## src/rtl/imem_dmem_port_arbiter.sv

```systemverilog
// rtl/imem_dmem_port_arbiter.sv - shares one memory bus port between instruction fetch and the LSU
//
// Purpose:
//   Arbitrates the fetch unit and the LSU onto a single memory bus port with at most
//   one transaction in flight. The LSU has priority. A starvation counter guarantees that fetch
//   wins after STARVE_MAX consecutive lost arbitrations. A fetch that is withdrawn while its
//   transaction is outstanding has the late response swallowed.
//
// Ports:
//   clk, rst_n                    clock, synchronous active-low reset
//   if_req_i, if_addr_i           fetch read request (level) and PC
//   if_ack_o, if_rdata_o          fetch completion pulse and instruction word
//   lsu_req_i, lsu_addr_i,        LSU request (held until ack), address,
//   lsu_we_i, lsu_be_i,           write enable, byte enables,
//   lsu_wdata_i                   store data
//   lsu_ack_o, lsu_rdata_o        LSU completion pulse and load data
//   bus_req_o, bus_addr_o,        bus request (high while busy) and registered
//   bus_we_o, bus_be_o,           address, write enable, byte enables,
//   bus_wdata_o                   write data
//   bus_ack_i, bus_rdata_i        bus response strobe and read data

module imem_dmem_port_arbiter #(
   parameter int  ADDR_W     = 32,
   parameter int  DATA_W     = 32,
   parameter int  STARVE_MAX = 4,
   localparam int BE_W       = DATA_W / 8
) (
   input  logic              clk,
   input  logic              rst_n,
   input  logic              if_req_i,
   input  logic [ADDR_W-1:0] if_addr_i,
   output logic              if_ack_o,
   output logic [DATA_W-1:0] if_rdata_o,
   input  logic              lsu_req_i,
   input  logic [ADDR_W-1:0] lsu_addr_i,
   input  logic              lsu_we_i,
   input  logic [BE_W-1:0]   lsu_be_i,
   input  logic [DATA_W-1:0] lsu_wdata_i,
   output logic              lsu_ack_o,
   output logic [DATA_W-1:0] lsu_rdata_o,
   output logic              bus_req_o,
   output logic [ADDR_W-1:0] bus_addr_o,
   output logic              bus_we_o,
   output logic [BE_W-1:0]   bus_be_o,
   output logic [DATA_W-1:0] bus_wdata_o,
   input  logic              bus_ack_i,
   input  logic [DATA_W-1:0] bus_rdata_i
);

   localparam int CNT_W = $clog2(STARVE_MAX + 1);
   localparam logic [CNT_W-1:0] STARVE_LIM = CNT_W'(STARVE_MAX);

   typedef enum logic [1:0] {IDLE, BUSY_IF, BUSY_LSU} state_t;

   state_t           state, state_nxt;
   logic [CNT_W-1:0] starve_cnt, starve_nxt;
   logic             drop_ff, drop_nxt;
   logic             if_win, lsu_win;
   logic             starve_full;

   assign starve_full = (starve_cnt == STARVE_LIM);
   assign bus_req_o   = (state != IDLE);

   always_ff @(posedge clk) begin
      if (!rst_n) begin
         state      <= IDLE;
         starve_cnt <= '0;
         drop_ff    <= 1'b0;
      end else begin
         state      <= state_nxt;
         starve_cnt <= starve_nxt;
         drop_ff    <= drop_nxt;
      end
   end

   always_comb begin
      state_nxt   = state;
      starve_nxt  = starve_cnt;
      drop_nxt    = drop_ff;
      if_win      = 1'b0;
      lsu_win     = 1'b0;
      if_ack_o    = 1'b0;
      if_rdata_o  = '0;
      lsu_ack_o   = 1'b0;
      lsu_rdata_o = '0;
      case (state)
         IDLE: begin
            // LSU normally wins; a starved fetch overrides it once.
            if_win  = if_req_i & (~lsu_req_i | starve_full);
            lsu_win = ~if_win & lsu_req_i;
            if (if_win) begin
               state_nxt  = BUSY_IF;
               starve_nxt = '0;
            end else if (lsu_win) begin
               state_nxt = BUSY_LSU;
               if (if_req_i && !starve_full)
                  starve_nxt = starve_cnt + CNT_W'(1);
            end
         end
         BUSY_IF: begin
            if (bus_ack_i) begin
               // A fetch killed at any point of the wait (or in the ack cycle) gets no ack.
               if (!drop_ff && if_req_i) begin
                  if_ack_o   = 1'b1;
                  if_rdata_o = bus_rdata_i;
               end
               state_nxt = IDLE;
               drop_nxt  = 1'b0;
            end else if (!if_req_i) begin
               drop_nxt = 1'b1;
            end
         end
         BUSY_LSU: begin
            if (bus_ack_i) begin
               lsu_ack_o   = 1'b1;
               lsu_rdata_o = bus_rdata_i;
               state_nxt   = IDLE;
            end
         end
         default: state_nxt = IDLE;
      endcase
   end

   // Bus attributes are captured only at grant, so they stay frozen while busy.
   always_ff @(posedge clk) begin
      if (!rst_n) begin
         bus_addr_o  <= '0;
         bus_we_o    <= 1'b0;
         bus_be_o    <= '0;
         bus_wdata_o <= '0;
      end else if (if_win) begin
         bus_addr_o  <= if_addr_i;
         bus_we_o    <= 1'b0;
         bus_be_o    <= '1;
         bus_wdata_o <= '0;
      end else if (lsu_win) begin
         bus_addr_o  <= lsu_addr_i;
         bus_we_o    <= lsu_we_i;
         bus_be_o    <= lsu_be_i;
         bus_wdata_o <= lsu_wdata_i;
      end
   end

endmodule

```

## config.mk

```make
export PLATFORM = sky130hd
export DESIGN_NAME = imem_dmem_port_arbiter
export DESIGN_NICKNAME = d
export VERILOG_FILES = /design/src/rtl/imem_dmem_port_arbiter.sv
export SDC_FILE = /design/constraint.sdc
export NUM_CORES = 1
export LEC_CHECK = 0
export BUFFER_PORTS_ARGS = -buffer_cell sky130_fd_sc_hd__clkbuf_2
export CORE_ASPECT_RATIO = 2
export CORE_MARGIN = 5
export CORE_UTILIZATION = 42
export DETAILED_ROUTE_END_ITERATION = 16
export PLACE_DENSITY_LB_ADDON = 0.05
export SKIP_CTS_REPAIR_TIMING = 1
export SLEW_MARGIN = 20
export SYNTH_ARGS = -nofsm -noshare
export SYNTH_HDL_FRONTEND = slang
export SYNTH_SLANG_ARGS = --single-unit
export TNS_END_PERCENT = 5
```

## constraint.sdc

```tcl
create_clock -name clk -period 2 [get_ports clk]
set_input_delay 0.1 -clock clk [delete_from_list [all_inputs] [get_ports clk]]
set_output_delay 0.1 -clock clk [all_outputs]
set_load 0.02 [all_outputs]
```

# Word-level counts from Yosys, hierarchy flattened
# Index checks and enable logic that the tools add are counted.
[op_classes] add_sub_neg=1 eq_ne=6 n_mux=25 bitwise_logic=6 n_reduce_logical=14
[op_table] cell="two-way mux 32 bit" n=7
[op_table] cell="two-way mux 1 bit" n=9
[op_table] cell="two-way mux 3 bit" n=3
[op_table] cell="two-way mux 4 bit" n=2
[op_table] cell="nonzero test 2 bit" n=4
[op_table] cell="two-way mux 2 bit" n=3
[op_table] cell="!= test 2 x 1 -> 1 bit, second input constant" n=2
[op_table] cell="one-hot mux 2 bit (2 select lines)" n=1
[op_table] cell="AND reduction 2 bit" n=2
[op_table] cell="OR reduction 2 bit" n=2
[op_table] cell="adder 3 x 1 -> 3 bit, second input constant" n=1
[op_table] cell="equality test 3 bit, second input constant" n=1
[op_table] cell="!= test 3 bit, second input constant" n=1
[op_table] cell="inverter 1 bit" n=3
[op_table] cell="AND reduction 3 bit" n=1
[op_table] cell="bitwise AND 1 bit" n=2
[op_table] cell="equality test 2 x 1 -> 1 bit, second input constant" n=1
[op_table] cell="equality test 2 bit, second input constant" n=1
[op_table] cell="logical AND 1 bit" n=2
[op_table] cell="logical NOT 1 bit" n=2
[op_table] cell="logical NOT 2 bit" n=1
[op_table] cell="bitwise OR 1 bit" n=1
[totals] regBits=75 output_inout_bits=136

# Depth between registers and ports, before layout
[logic_depth] word_depth=8 depth_mapped=9

# Worst setup path after synthesis
# No wires, ideal clock.
[synth_path] kind="flip-flop to flip-flop" start="reg state[0]" end="reg bus_addr_o[9]" setup_time_ns=0.089 t_arrival_ns=1.468 required_time_ns=1.911 setup_slack_ns=0.443 stages_incl_launch_ff=8 path_buffers=2 synth_period_minus_slack_ns=1.557 cell_sequence="dfxtp_1 > inv_1 > ha_1 > buf_4 > nand2_1 > clkbuf_1 > o21ai_0 > a311oi_2"
[synth_between] elab_chain_len=3
[synth_lines] element="from (decl)" line="55" source="state_t state, state_nxt;"
[synth_lines] element="from (signal assigned)" line="70" source="state <= state_nxt;"
[synth_lines] element="logical NOT 2 bit (*)" line="86" source="case (state)"
[synth_lines] element="two-way mux 1 bit" line="86"
[synth_lines] element="two-way mux 32 bit / nonzero test 2 bit (equally long branches)"
[synth_lines] element="to (signal assigned)" line="132" source="bus_addr_o <= if_addr_i;"
[synth_lines] element="to (signal assigned)" line="137" source="bus_addr_o <= lsu_addr_i;"
[synth_lines] element="to (decl)" line="42" source="output logic [ADDR_W-1:0] bus_addr_o,"
# Every way passes the cells marked *; elsewhere a longest branch is shown, timed or not.
# A chain may end at the register's enable or synchronous reset.

# Worst setup path after layout
[layout_path] start="reg state[1]" end="out if_rdata_o[22]"
[layout_between] elab_chain_len=2
[layout_lines] element="equality test 2 x 1 -> 1 bit" line="86"
[layout_lines] element="two-way mux 32 bit" line="86"
[layout_lines] element="to (decl)" line="33" source="output logic [DATA_W-1:0] if_rdata_o,"
# Every way passes these cells.

==> metrics.csv <==
metric,value,unit
GR Util All Layers,25.5,%
nets@finish,868,
initial drt markers,237,
CP Data Required Time,1900,ps
Core ar.,0.00926,sq mm
Util after Layout,61.9,%
CTS Sinks,75,
sequential area share after synthesis,38.1,%
Setup CP Type,flop to output port,
Worst-path clk slew,60,ps
initial antenna violation count,0,
fmax,544,MHz
part of the power in registers,38.1,%
Worst Setup End Kind,output port,
Pint,0.00302,W
"Cell Chain, Critical Path",inv_1 > ha_1 > nand2_1 > nor3_2 > buf_4 > and2_1 > clkbuf_2,
Comb pwr share,23.9,%
DR pass1 iterations,4,
FF-to-FF Start,state[0],
num rows,50,
hold_ws,-8.76,ps
Worst setup startpoint,state[1],
Post-DP HPWL,11300,um
first-pass GRT wire length,23500,um
Worst R2R Path Depth,6,
Worst Hold Class,primary input to flop,
flop and latch count out of synthesis,75,
die area,0.0115,sq mm
Reg-to-Reg End,bus_addr_o[5],
worst-path fanout max,21,
Post-synth EDFFs,0,
Slew @ Worst Pin,437,ps
async set-reset flop share out of synthesis,0,%
critical path launch point type,flop,
TritonCTS Buffers,9,
clock network fraction of design power,38.0,%
critical path capture point,if_rdata_o[22],
GP Congestion,0.831,
Final min period,1840,ps
die height,147,um
Commonest cells post-synth,"dfxtp_1 (75), nand3_1 (71), o21ai_0 (43)",
Reg2Reg Setup Slack,170,ps
Starting Density,42.6,%
Clock Path Buffers,2,
fin. max-slew vios,0,
violated checks,hold timing,
DR vias/cell,5.61,
Mapped Cells,479,
Synth cell types,31,
CTS H-tree lvls,3,
total gr overflow,0,
Final Hold Vio Count,10,
Leakage,2.78,nW
Sw Ratio,32.0,%
Net Sw Power,0.00142,W
Fillers,823,
Area growth syn-to-layout,45.3,%
layout cells sized above 1,47.3,%
Synth area leaders,"dfxtp_1 (38%), a311oi_2 (9.9%), nand3_1 (9.0%), o21ai_0 (5.5%), and2_1 (5.4%)",
largest net degree at the start of global routing,70,
Yosys Warn Count,0,
setup_tns,0,ps
IO Pins,274,
Post-Syn Area,0.00394,sq mm
RSZ-0062 raised after global routing,no,
wire length per cell,18.1,um
most frequent cell after synthesis,dfxtp_1,
Max-Cap Viols,0,
vias,4679,
Avg Synthesized Cell Area,8.23,sq um
CP arrival,1740,ps
Post-Route WL,15100,um
PortBufs,273,
Antenna Violating Nets Remaining,0,
Max VDD drop,0.000729,V
dominant cell type by area after synthesis,dfxtp_1,
"Slowest-stage cell, CP",dfxtp_1,
status,finished with violations,
Crit path largest cell delay,330,ps
final period utilization,92.0,%
Setup Skew,11.4,ps
Clock Latency Late Sink,340,ps
Worst slew margin,70.8,%
Synth top area share,38.1,%
vias in the first global route,4605,
final setup vio count,0,
Main synth FF type,dfxtp_1,
# DRC,0,
die width,78.5,um
# diodes,0,
CTS tree,built,
Root Buffer,clkbuf_16,
PD cells,774,mW/mm^2
net count after synthesis,622,
-- cell families (layout without fill, tap and decap cells) --
logic type	count (synthesis)	after routing	synth area share, %
compound gates	147	147	26.3
xor+xnor	1	1	0.222
fa+ha+maj	5	5	1.59
buf+inv	65	316	7.88
flops	75	75	38.1
simple gates	186	186	25.9
-- area by class of cell --
| cell class | count | area, sq um | area share (%) |
|---|---|---|---|
| tap | 104 | 130 | 2.27 |
| multi-input combinational | 339 | 2150 | 37.6 |
| inverter | 7 | 26.3 | 0.459 |
| timing repair buffer | 293 | 1610 | 28.1 |
| clock inverter | 7 | 82.6 | 1.44 |
| sequential | 75 | 1500 | 26.2 |
| clock buffer | 9 | 225 | 3.93 |
-- worst max-delay path: cells and delay by family, from the launching register on --
kind                       cells  cell delay [ps]
buffers and inverters          3              490
and+or+nand+nor                3              410
DFF                            1              330
adders and majority gates      1              170
-- how the worst min path moves through the flow --
stage                                from         endpoint  slack [ps]  depth (start not counted)
after floorplan                     rst_n          drop_ff         210                          2
after global placement    lsu_wdata_i[23]  bus_wdata_o[23]         340                          3
after detailed placement         lsu_we_i         bus_we_o         340                          3
after CTS                        lsu_we_i         bus_we_o         -20                          3
after global routing             lsu_we_i         bus_we_o         0.6                          3
final                            lsu_we_i         bus_we_o          -9                          3
-- power groups by stage --
stage / Combinational, W / Sequential (W) / Clock [W]
after floorplan: 0.000497 / 0.00185 / 0
after detailed placement: 0.00106 / 0.00172 / 0
after global routing: 0.00115 / 0.00170 / 0.00178
after global placement: 0.00104 / 0.00172 / 0
final: 0.00106 / 0.00169 / 0.00169
after CTS: 0.00106 / 0.00169 / 0.00171
-- sequential cells by signal, indices dropped and copies added, names as in the netlist --
signal       flops
bus_addr_o      32
bus_wdata_o     32
bus_be_o         4
starve_cnt       3
state            2
bus_we_o         1
drop_ff          1
-- metal layers --
| layer | vias to the layer above | wire length [um] | global-route usage [%] |
|---|---|---|---|
| li1 | 2252 | - | - |
| met1 | 2165 | 5680 | 28.6 |
| met2 | 218 | 7750 | 43.9 |
| met3 | 44 | 1000 | 6.26 |
| met4 | 0 | 636 | 13.4 |
| met5 | - | 0 | 0 |
-- cells in the final DEF (no fill, tap or decap), types with 3 or more instances in the layout --
cell type	netlist	final
nand3_1	71	70
o21ai_0	43	43
o21ai_1	28	27
clkbuf_2	1	273
a21oi_1	37	37
buf_12	0	7
ha_1	5	4
and2_1	34	33
and3_1	33	32
a311oi_2	26	26
inv_1	6	5
a311oi_1	6	6
clkbuf_16	0	9
inv_6	0	3
a31oi_1	4	4
buf_4	4	11
dfxtp_1	75	75
nor3_1	33	33
nand2_1	5	4
-- stage by stage --
| step | cells | power [W] | setup slack (ps) | area (sq um) |
|---|---|---|---|---|
| floorplan | 479 | 0.00235 | 443 | 3940 |
| global placement | 816 | 0.00276 | 277 | 5400 |
| detailed placement | 816 | 0.00278 | 190 | 5400 |
| CTS | 832 | 0.00446 | 3.95 | 5700 |
| global route | 834 | 0.00463 | 1.22 | 5730 |
| finish | 834 | 0.00443 | 160 | 5730 |
Power figures use the tool's default switching activity.
